[src/rtl/fpu_pkg.sv]
// Shared definitions for the add/subtract FPU: controller states, status bit
// positions and the exponent bias derivation.
package fpu_pkg;

    typedef enum logic [2:0] {
        ST_IDLE  = 3'd0,
        ST_ALIGN = 3'd1,
        ST_ADD   = 3'd2,
        ST_NORM  = 3'd3,
        ST_DONE  = 3'd4
    } fpu_state_e;

    localparam int STAT_ZERO = 0;
    localparam int STAT_OVF  = 1;
    localparam int STAT_UNF  = 2;
    localparam int STAT_INX  = 3;
    localparam int STAT_W    = 4;

    function automatic int fpu_bias(input int exp_w);
        return (1 << (exp_w - 1)) - 1;
    endfunction

endpackage

[src/rtl/fpu_lzc.sv]
// Combinational leading-zero counter; an all-zero input reports W.
module fpu_lzc #(
    parameter  int W  = 26,
    localparam int CW = $clog2(W + 1)
) (
    input  logic [W-1:0]  data_in,
    output logic [CW-1:0] count
);

    // Ascending scan so the most significant set bit writes last and wins.
    always_comb begin
        count = CW'(W);
        for (int i = 0; i < W; i++) begin
            if (data_in[i]) begin
                count = CW'(W - 1 - i);
            end
        end
    end

endmodule

[src/rtl/fpu_addsub.sv]
// Multi-cycle floating-point adder/subtractor: capture, align, add, normalise,
// then hold the result until the consumer takes it.
module fpu_addsub
    import fpu_pkg::*;
#(
    parameter  int EXP_W = 6,
    parameter  int MAN_W = 25,
    localparam int W     = 1 + EXP_W + MAN_W
) (
    input  logic         clock,
    input  logic         reset,
    input  logic         in_valid,
    output logic         in_ready,
    input  logic [W-1:0] op_A_in,
    input  logic [W-1:0] op_B_in,
    input  logic         op_sub,
    output logic         out_valid,
    input  logic         out_ready,
    output logic [W-1:0] data_out,
    output logic [3:0]   status_out
);

    localparam int MW   = MAN_W + 1;               // mantissa with hidden one
    localparam int SW   = MAN_W + 2;               // sum width, room for carry
    localparam int LZW  = $clog2(MW + 1);
    localparam int EW   = EXP_W + LZW + 2;         // signed normalisation exponent
    localparam int BIAS = fpu_bias(EXP_W);
    localparam logic signed [EW-1:0] EXP_MAX = EW'(2 * BIAS + 1);
    localparam logic signed [EW-1:0] EXP_ONE = EW'(1);

    // Handshake: a transfer happens on a rising edge where valid and ready are
    // both high; out_valid stays high with data held until out_ready is seen.
    fpu_state_e state_q, state_d;

    logic [W-1:0]       a_q, a_d, b_q, b_d;
    logic               sub_q, sub_d;
    logic [EXP_W-1:0]   exp_q, exp_d;
    logic [MW-1:0]      big_man_q, big_man_d, small_man_q, small_man_d;
    logic               sign_q, sign_d;
    logic               eff_sub_q, eff_sub_d;
    logic               inexact_q, inexact_d;
    logic [SW-1:0]      sum_q, sum_d;
    logic [W-1:0]       data_q, data_d;
    logic [STAT_W-1:0]  status_q, status_d;

    logic [EXP_W-1:0]   a_exp, b_exp, big_exp, small_exp, exp_diff;
    logic [MW-1:0]      a_man, b_man, big_man, small_man, shifted;
    logic               b_sign_eff, a_ge, lost_align, lost_norm;
    logic [LZW-1:0]     lz;
    logic signed [EW-1:0] norm_exp;
    logic [MW-1:0]      norm_man;

    fpu_lzc #(.W(MW)) u_lzc (
        .data_in (sum_q[MW-1:0]),
        .count   (lz)
    );

    assign in_ready   = (state_q == ST_IDLE);
    assign out_valid  = (state_q == ST_DONE);
    assign data_out   = data_q;
    assign status_out = status_q;

    always_comb begin
        state_d     = state_q;
        a_d         = a_q;
        b_d         = b_q;
        sub_d       = sub_q;
        exp_d       = exp_q;
        big_man_d   = big_man_q;
        small_man_d = small_man_q;
        sign_d      = sign_q;
        eff_sub_d   = eff_sub_q;
        inexact_d   = inexact_q;
        sum_d       = sum_q;
        data_d      = data_q;
        status_d    = status_q;

        // Exponent field zero means a zero operand, whatever the mantissa holds.
        a_exp      = a_q[W-2:MAN_W];
        b_exp      = b_q[W-2:MAN_W];
        a_man      = (a_exp == '0) ? '0 : {1'b1, a_q[MAN_W-1:0]};
        b_man      = (b_exp == '0) ? '0 : {1'b1, b_q[MAN_W-1:0]};
        b_sign_eff = b_q[W-1] ^ sub_q;
        a_ge       = (a_exp > b_exp) || ((a_exp == b_exp) && (a_man >= b_man));
        big_exp    = a_ge ? a_exp : b_exp;
        small_exp  = a_ge ? b_exp : a_exp;
        big_man    = a_ge ? a_man : b_man;
        small_man  = a_ge ? b_man : a_man;
        exp_diff   = big_exp - small_exp;
        if (int'(exp_diff) >= MW) begin
            shifted    = '0;
            lost_align = |small_man;
        end else begin
            shifted    = small_man >> exp_diff;
            lost_align = |(small_man & ~({MW{1'b1}} << exp_diff));
        end

        // Carry-out shifts right by one; otherwise shift left past leading zeros.
        if (sum_q[SW-1]) begin
            norm_exp  = EW'(exp_q) + EXP_ONE;
            norm_man  = sum_q[SW-1:1];
            lost_norm = sum_q[0];
        end else begin
            norm_exp  = EW'(exp_q) - EW'(lz);
            norm_man  = sum_q[MW-1:0] << lz;
            lost_norm = 1'b0;
        end

        case (state_q)
            ST_IDLE: begin
                if (in_valid) begin
                    a_d     = op_A_in;
                    b_d     = op_B_in;
                    sub_d   = op_sub;
                    state_d = ST_ALIGN;
                end
            end
            ST_ALIGN: begin
                exp_d       = big_exp;
                big_man_d   = big_man;
                small_man_d = shifted;
                sign_d      = a_ge ? a_q[W-1] : b_sign_eff;
                eff_sub_d   = a_q[W-1] ^ b_sign_eff;
                inexact_d   = lost_align;
                state_d     = ST_ADD;
            end
            ST_ADD: begin
                sum_d   = eff_sub_q ? ({1'b0, big_man_q} - {1'b0, small_man_q})
                                    : ({1'b0, big_man_q} + {1'b0, small_man_q});
                state_d = ST_NORM;
            end
            ST_NORM: begin
                status_d           = '0;
                status_d[STAT_INX] = inexact_q | lost_norm;
                if (sum_q == '0) begin
                    data_d              = '0;
                    status_d[STAT_ZERO] = 1'b1;
                end else if (norm_exp >= EXP_MAX) begin
                    data_d             = {sign_q, {EXP_W{1'b1}}, {MAN_W{1'b0}}};
                    status_d[STAT_OVF] = 1'b1;
                end else if (norm_exp < EXP_ONE) begin
                    data_d              = '0;
                    status_d[STAT_UNF]  = 1'b1;
                    status_d[STAT_ZERO] = 1'b1;
                end else begin
                    data_d = {sign_q, norm_exp[EXP_W-1:0], norm_man[MAN_W-1:0]};
                end
                state_d = ST_DONE;
            end
            ST_DONE: begin
                if (out_ready) begin
                    state_d = ST_IDLE;
                end
            end
            default: state_d = ST_IDLE;
        endcase
    end

    always_ff @(posedge clock) begin
        if (reset) begin
            state_q     <= ST_IDLE;
            a_q         <= '0;
            b_q         <= '0;
            sub_q       <= 1'b0;
            exp_q       <= '0;
            big_man_q   <= '0;
            small_man_q <= '0;
            sign_q      <= 1'b0;
            eff_sub_q   <= 1'b0;
            inexact_q   <= 1'b0;
            sum_q       <= '0;
            data_q      <= '0;
            status_q    <= '0;
        end else begin
            state_q     <= state_d;
            a_q         <= a_d;
            b_q         <= b_d;
            sub_q       <= sub_d;
            exp_q       <= exp_d;
            big_man_q   <= big_man_d;
            small_man_q <= small_man_d;
            sign_q      <= sign_d;
            eff_sub_q   <= eff_sub_d;
            inexact_q   <= inexact_d;
            sum_q       <= sum_d;
            data_q      <= data_d;
            status_q    <= status_d;
        end
    end

endmodule
[config.mk]
export PLATFORM = sky130hd
export DESIGN_NAME = fpu_addsub
export DESIGN_NICKNAME = d
export VERILOG_FILES = /design/src/rtl/fpu_pkg.sv /design/src/rtl/fpu_lzc.sv /design/src/rtl/fpu_addsub.sv
export SDC_FILE = /design/constraint.sdc
export NUM_CORES = 1
export LEC_CHECK = 0
export ABC_AREA = 0
export CORE_MARGIN = 2
export CORE_UTILIZATION = 50
export DETAILED_ROUTE_END_ITERATION = 7
export HOLD_SLACK_MARGIN = 0.1
export PLACE_DENSITY = 0.71
export SLEW_MARGIN = 20
export SYNTH_ARGS = -nofsm -noshare
export SYNTH_HDL_FRONTEND = slang
export SYNTH_SLANG_ARGS = --single-unit
[constraint.sdc]
create_clock -name clock -period 5.5 [get_ports clock]
set_input_delay 0.55 -clock clock [delete_from_list [all_inputs] [get_ports clock]]
set_output_delay 0.55 -clock clock [all_outputs]
set_load 0.01 [all_outputs]
Yosys cells after proc, flatten, opt, wreduce, memory -nomap -nowiden
Index checks and enable logic that the tools add are counted.

Add/subtract/negate cells: 5. Multipliers: 0. Div/mod/pow operators: 0. Magnitude comparators: 5. Equal/unequal tests: 7. Shifts and indexed selects: 3. Muxes and demuxes: 50. Bitwise logic cells: 5. Reduce and logical (&&, ||, !) cells: 10.

Operators by type and width (number): 2-to-1 mux 26 bit (5); 2-to-1 mux 32 bit (3); 2-to-1 mux 5 bit (16); OR reduction 26 bit (2); 2-to-1 mux 4 bit (8); adder 26 x 26 -> 27 bit (1); zero test 27 bit (1); 2-to-1 mux 27 bit (1); subtractor 26 x 26 -> 27 bit (1); bitwise AND 26 bit (1); greater-or-equal comparator 26 bit (1); NOT 26 bit (1); left shift 26 x 5 -> 25 bit (1); left shift 26 x 6 -> 26 bit (first input constant) (1); right shift 26 x 6 -> 26 bit (1); 2-to-1 mux 25 bit (1); case mux 3 bit (5 select lines) (1); greater-or-equal comparator 13 x 7 -> 1 bit (second input constant) (1); < comparator 13 x 2 -> 1 bit (second input constant) (1); 2-to-1 mux 13 bit (1); zero test 6 bit (2); 2-to-1 mux 6 bit (2); adder 6 x 1 -> 7 bit (second input constant) (1); 2-to-1 mux 1 bit (7); 18 further kinds (24).

Flip-flop bits (word level): 192. Latch bits: 0. Bits in writable memories: 0. Memory bits (read-only): 0. Input port bits: 69. Output and inout bits: 38. Memories kept: 0.

Depth between registers and ports, before layout
Gate-level depths: netlist (run 1).

Depth after elaboration: 32. Gate-level depth with buffers: 30. Mapped depth without buffers: 22.

Cells and area by module
Synthesis (run 1) repeated with hierarchy kept, for this count alone.

Cells, all modules: 1859. Area, all modules: 13987.2 um2.

Modules (own cells, without submodules): fpu_addsub (times used 1, cells each 1809, area an instance 13708.1 um2, seq. area each 3843.7 um2); fpu_lzc (times used 1, cells each 50, area an instance 279.0 um2, seq. area each 0.0 um2).

Worst setup path after synthesis (run 1)
Ideal clock, no wire load.

Path type: register -> register. From: register a_q[27]. To: register small_man_q[3]. Setup time: 122 ps. Arrival time: 5912 ps. Setup slack: -533 ps. Stages on the path, launching flop included: 27. Buffers on the path: 9. Clock period less this slack: 6033 ps. Cells stage by stage: dfxtp_1 -> nor4_1 -> nand2_1 -> clkbuf_1 -> clkbuf_1 -> and2_1 -> ha_1 -> a21o_1 -> a21o_1 -> a2111oi_0 -> o211a_1 -> o21ai_2 -> nand2_2 -> clkbuf_1 -> buf_2 -> buf_2 -> buf_1 -> a21oi_1 -> ha_1 -> clkbuf_1 -> clkbuf_1 -> clkbuf_1 -> mux2i_1 -> nor2_1 -> o311ai_0 -> a21oi_1 -> a221o_1.

Cells in the longest elaborated chain, start to end: 9. Elaborated cells on any way between the ends: 14.

Ends and longest elaborated chain: start: declaration (RTL line fpu_addsub.sv:35) `logic [W-1:0] a_q, a_d, b_q, b_d;`; start signal: assignment (RTL line fpu_addsub.sv:162) `a_q <= '0;`; start signal: assignment (RTL line fpu_addsub.sv:176) `a_q <= a_d;`; zero test 6 bit (RTL line fpu_addsub.sv:81) `a_man = (a_exp == '0) ? '0 : {1'b1, a_q[MAN_W-1:0]};`; 2-to-1 mux 26 bit (RTL line fpu_addsub.sv:81); greater-or-equal comparator 26 bit (RTL line fpu_addsub.sv:84) `a_ge = (a_exp > b_exp) || ((a_exp == b_exp) && (a_man >= b_man));`; logical AND 1 bit (RTL line fpu_addsub.sv:84); logical OR 1 bit (RTL line fpu_addsub.sv:84); 2-to-1 mux 6 bit (on tied branches) (RTL line fpu_addsub.sv:85, fpu_addsub.sv:86); subtractor 6 bit (RTL line fpu_addsub.sv:89) `exp_diff = big_exp - small_exp;`; right shift 26 x 6 -> 26 bit or greater-or-equal comparator 6 x 5 -> 1 bit (tied branches) (RTL line fpu_addsub.sv:94, fpu_addsub.sv:90); 2-to-1 mux 26 bit * (RTL line fpu_addsub.sv:90) `if (int'(exp_diff) >= MW) begin`; end signal: assignment (RTL line fpu_addsub.sv:181) `small_man_q <= small_man_d;`; end: declaration (RTL line fpu_addsub.sv:38) `logic [MW-1:0] big_man_q, big_man_d, small_man_q, small_man_d;`.

Mark *: on every way between the ends. The rest lies on a longest branch, timed or not. A chain may end at the register's enable or synchronous reset.

Worst setup path after layout (run 1)
From: register a_q[27]. To: register small_man_q[9].

The elaborated chain is that of the path after synthesis.

==> impl_metrics.toml, run 1 <==
[global_routing]
grt_max_degree = 95
antenna_found_initial = 1
grt_pass1_vias = 13030
grt_pass1_wl_um = 71130
track_usage_pct = 30.83
grt_overflow_total = 0

[floorplanning]
start_util_pct = 50.60
core_area_um2 = 27630
die_h_um = 171.2
ios = 107
die_x_um = 171.2
dieArea_um2 = 29310
rows = 61

[yosys]
yosys.area_share.simple_pct = 22.31
synthMuxAreaShare_pct = 10.14
synth_top_area_cell = "dfxtp_1"
yosys_warnings = 0
netlist_instances = 1880
synth_fa_ha_area_share_pct = 6.194
async_reset_ff_share_pct = 0
yosysUniqueCellTypes = 87
synth_area_per_cell_um2 = 7.436
synth_xor_area_share_pct = 3.992
ys_ff_latch = 192
synth-compound-area-share_pct = 24.57
yosysTopAreaCellShare_pct = 27.49
syn-num-nets = 2017
synth_top_family_by_area = "compound AO/OA/AOI/OAI gates"
synth_seq_area_share_pct = 27.49
synth_edf_count = 0
netlist_area_um2 = 13980
ys.flop_type = "dfxtp_1"
yosys-top-cells-area = "dfxtp_1, nand2_1, a21oi_1"

[layout]
nets = 2067
final_cell_area_um2 = 16180
n_antenna_cell = 0
drive_above_1_share_pct = 7.977
area_growth_pct = 15.73

[route]
via_per_inst = 6.103
wire_per_inst_um = 19.38
final_antenna_net_count = 0
drt_wl_total_um = 44990
drc = 0
drtPass1Iterations = 6
drt-initial-drc-count = 1417
vias = 14160

[setup_path]
crit_required_ns = 5.88
critical_path_class = "register to register"
worstPathArrival_ns = 5.74
critPathLaunchType = "register"
setup.worst_path.end_class = "register"
cp_max_fo = 8

[sta]
setup_viol = 0
clock_skew_ns = 0.009939
drv_slew = 0
finalCritPeriodShare_pct = 97.44
slew_headroom_pct = 36.12
tightest_slew_ns = 0.9582
fmax_mhz = 186.6
whs_ns = 0.4064
min_period_ns = 5.359
timing_hold_violations_final = 0

[power_and_ir_drop]
p_per_area_nw_per_um2 = 591.5
ir_worst_vdd_v = 0.0003718
p_leak_nw = 6.223

[clock_network]
clock-sinks = 192
cts-root-buf = "clkbuf_16"
clkSlewWorstSetupHoldPaths_ns = 0.08
cts_tree = "built"
worstSkewPairLatency_ns = 0.45
clock_path_buffers = 2
htree_levels = 4
cts_hold_buf = 0
cts_buffers = 17

[placement]
io_buffers = 106
hpwl_um = 34740
place_area_um2 = 15470
gp_congestion = 0.9934

[run]
drv_cap = 0

[hold_path]
worstHoldPathType = "primary input to register"

[status]
status = "complete, no violations"
==> path summary, 6_finish.rpt <==
kind                                           start                           to  slack (ns)  cells after the start
worst min register to register   a_q[3]$_SDFFE_PP0P_          a_q[3]$_SDFFE_PP0P_        0.45                      2
worst max register to register  a_q[27]$_SDFFE_PP0P_  small_man_q[9]$_SDFFE_PP0P_        0.14                     19
worst max-delay path            a_q[27]$_SDFFE_PP0P_  small_man_q[9]$_SDFFE_PP0P_        0.14                     19
worst min-delay path                           reset       sum_q[25]$_SDFFE_PP0N_        0.41                      2
==> cells in the final DEF (no fill, tap or decap), drive strengths merged, types with 10 or more instances in the layout <==
| master | instances |
|---|---|
| ha | 66 |
| buf | 54 |
| inv | 68 |
| o21ai | 98 |
| o31ai | 11 |
| a22oi | 23 |
| nand2b | 19 |
| xor2 | 13 |
| a211oi | 38 |
| clkdlybuf4s50 | 105 |
| o211ai | 14 |
| nor4 | 22 |
| a21o | 16 |
| xnor2 | 49 |
| mux2i | 82 |
| mux2 | 13 |
| mux4 | 20 |
| nor2 | 186 |
| o21bai | 10 |
| a21oi | 226 |
| nand4 | 10 |
| and2 | 18 |
| clkbuf | 20 |
| nand2 | 330 |
| a31oi | 13 |
| nor3 | 40 |
| nor2b | 18 |
| nand3 | 26 |
| dfxtp | 192 |
==> power breakdown <==
part / total (mW) / internal [mW] / switching [mW]
combinational: 6.45 / 2.53 / 3.92
clock: 1.36 / 0.764 / 0.594
sequential: 1.76 / 1.53 / 0.226
total: 9.57 / 4.82 / 4.74
==> stage by stage <==
step	std cells	setup TNS (ns)	util (%)	worst slack, ns	power (mW)
2_1_floorplan	1880	0	-	0.004063	6.437
3_3_place_gp	2288	0	55.99	0.2136	8.034
3_5_place_dp	2288	0	55.99	0.05865	8.067
4_1_cts	2320	0	58.29	0.01831	9.459
5_1_grt	2321	-0.07623	58.55	-0.06036	10.24
6_report	2321	0	58.55	0.1407	9.569
==> cell families (layout without fill, tap and decap cells) <==
group,Yosys count,in the layout
buffers and inverters,191,254
xor gates and xnor gates,62,62
and+or+nand+nor,703,703
adders and majority gates,68,68
DFF,192,192
AOI/OAI and AO/OA,549,549
muxes,115,115
==> area by class of cell <==
cell class	instances	area (um2)
fillers	2674	11450
multi-input cells	1497	9508
flip-flops and latches	192	3844
repair buffers	159	1481
well taps	378	473.0
clock buffers	20	466.7
inverters	63	236.5
clock inverters	12	168.9
==> state kept, by name (all words and copies together), names as in the netlist <==
name and cells:
inexact_q 1, exp_q 6, small_man_q 26, data_out 32, big_man_q 26, state_q 3
status_out 4, eff_sub_q 1, b_q 32, sum_q 27, sub_q 1, sign_q 1
a_q 32
==> metal layers <==
layer / part of all wire (%) / GRT usage [%] / vias up / wire [um]
met5: 0.020 / 0 / - / 9
met4: 2.7 / 9.359 / 2 / 1232
met3: 6.2 / 4.717 / 85 / 2771
met2: 47 / 51.65 / 541 / 21150
met1: 44 / 40.98 / 6718 / 19830
li1: - / - / 6818 / -
==> critical path, cell delays in order (launching register included) <==
cell and delay (ns):
dfxtp_1 0.32, nor4_1 0.33, nand2_2 0.21, buf_12 0.19, nand2_1 0.13, inv_1 0.07, ha_1 0.32, nand4_1 0.10
o31a_1 0.35, or4b_4 0.57, o21ai_4 0.22, and4_1 0.29, a21oi_1 0.07, ha_2 0.46, mux4_2 0.35, a222oi_1 0.55
mux2i_1 0.21, mux2_1 0.33, a2bb2oi_1 0.13, o21ai_1 0.08
==> cell usage after synthesis (all sizes together), types with 8 or more instances <==
cell type,instances
nand2,330
a21oi,226
dfxtp,192
nor2,186
clkbuf,98
o21ai,98
mux2i,82
ha,66
inv,62
xnor2,49
nor3,40
a211oi,38
buf,30
nand3,26
a22oi,23
nor4,22
mux4,20
nand2b,19
and2,18
nor2b,18
a21o,16
o211ai,14
a31oi,13
mux2,13
xor2,13
o31ai,11
nand4,10
o21bai,10
a311oi,8
a32oi,8
or3,8
==> what timing repair did <==
item | CTS | global route
setup buffers | 0 | 1
setup endpoints to repair | 0 | 26
resized for setup | 0 | 10
(Power assumes the default switching activity.)
==> run 2, diff against run 1 <==
GPL_TIMING_DRIVEN = 1   (was not set)
==> results of run 2 <==
No change in the layout: final DEF, timing and power equal those of run 1.
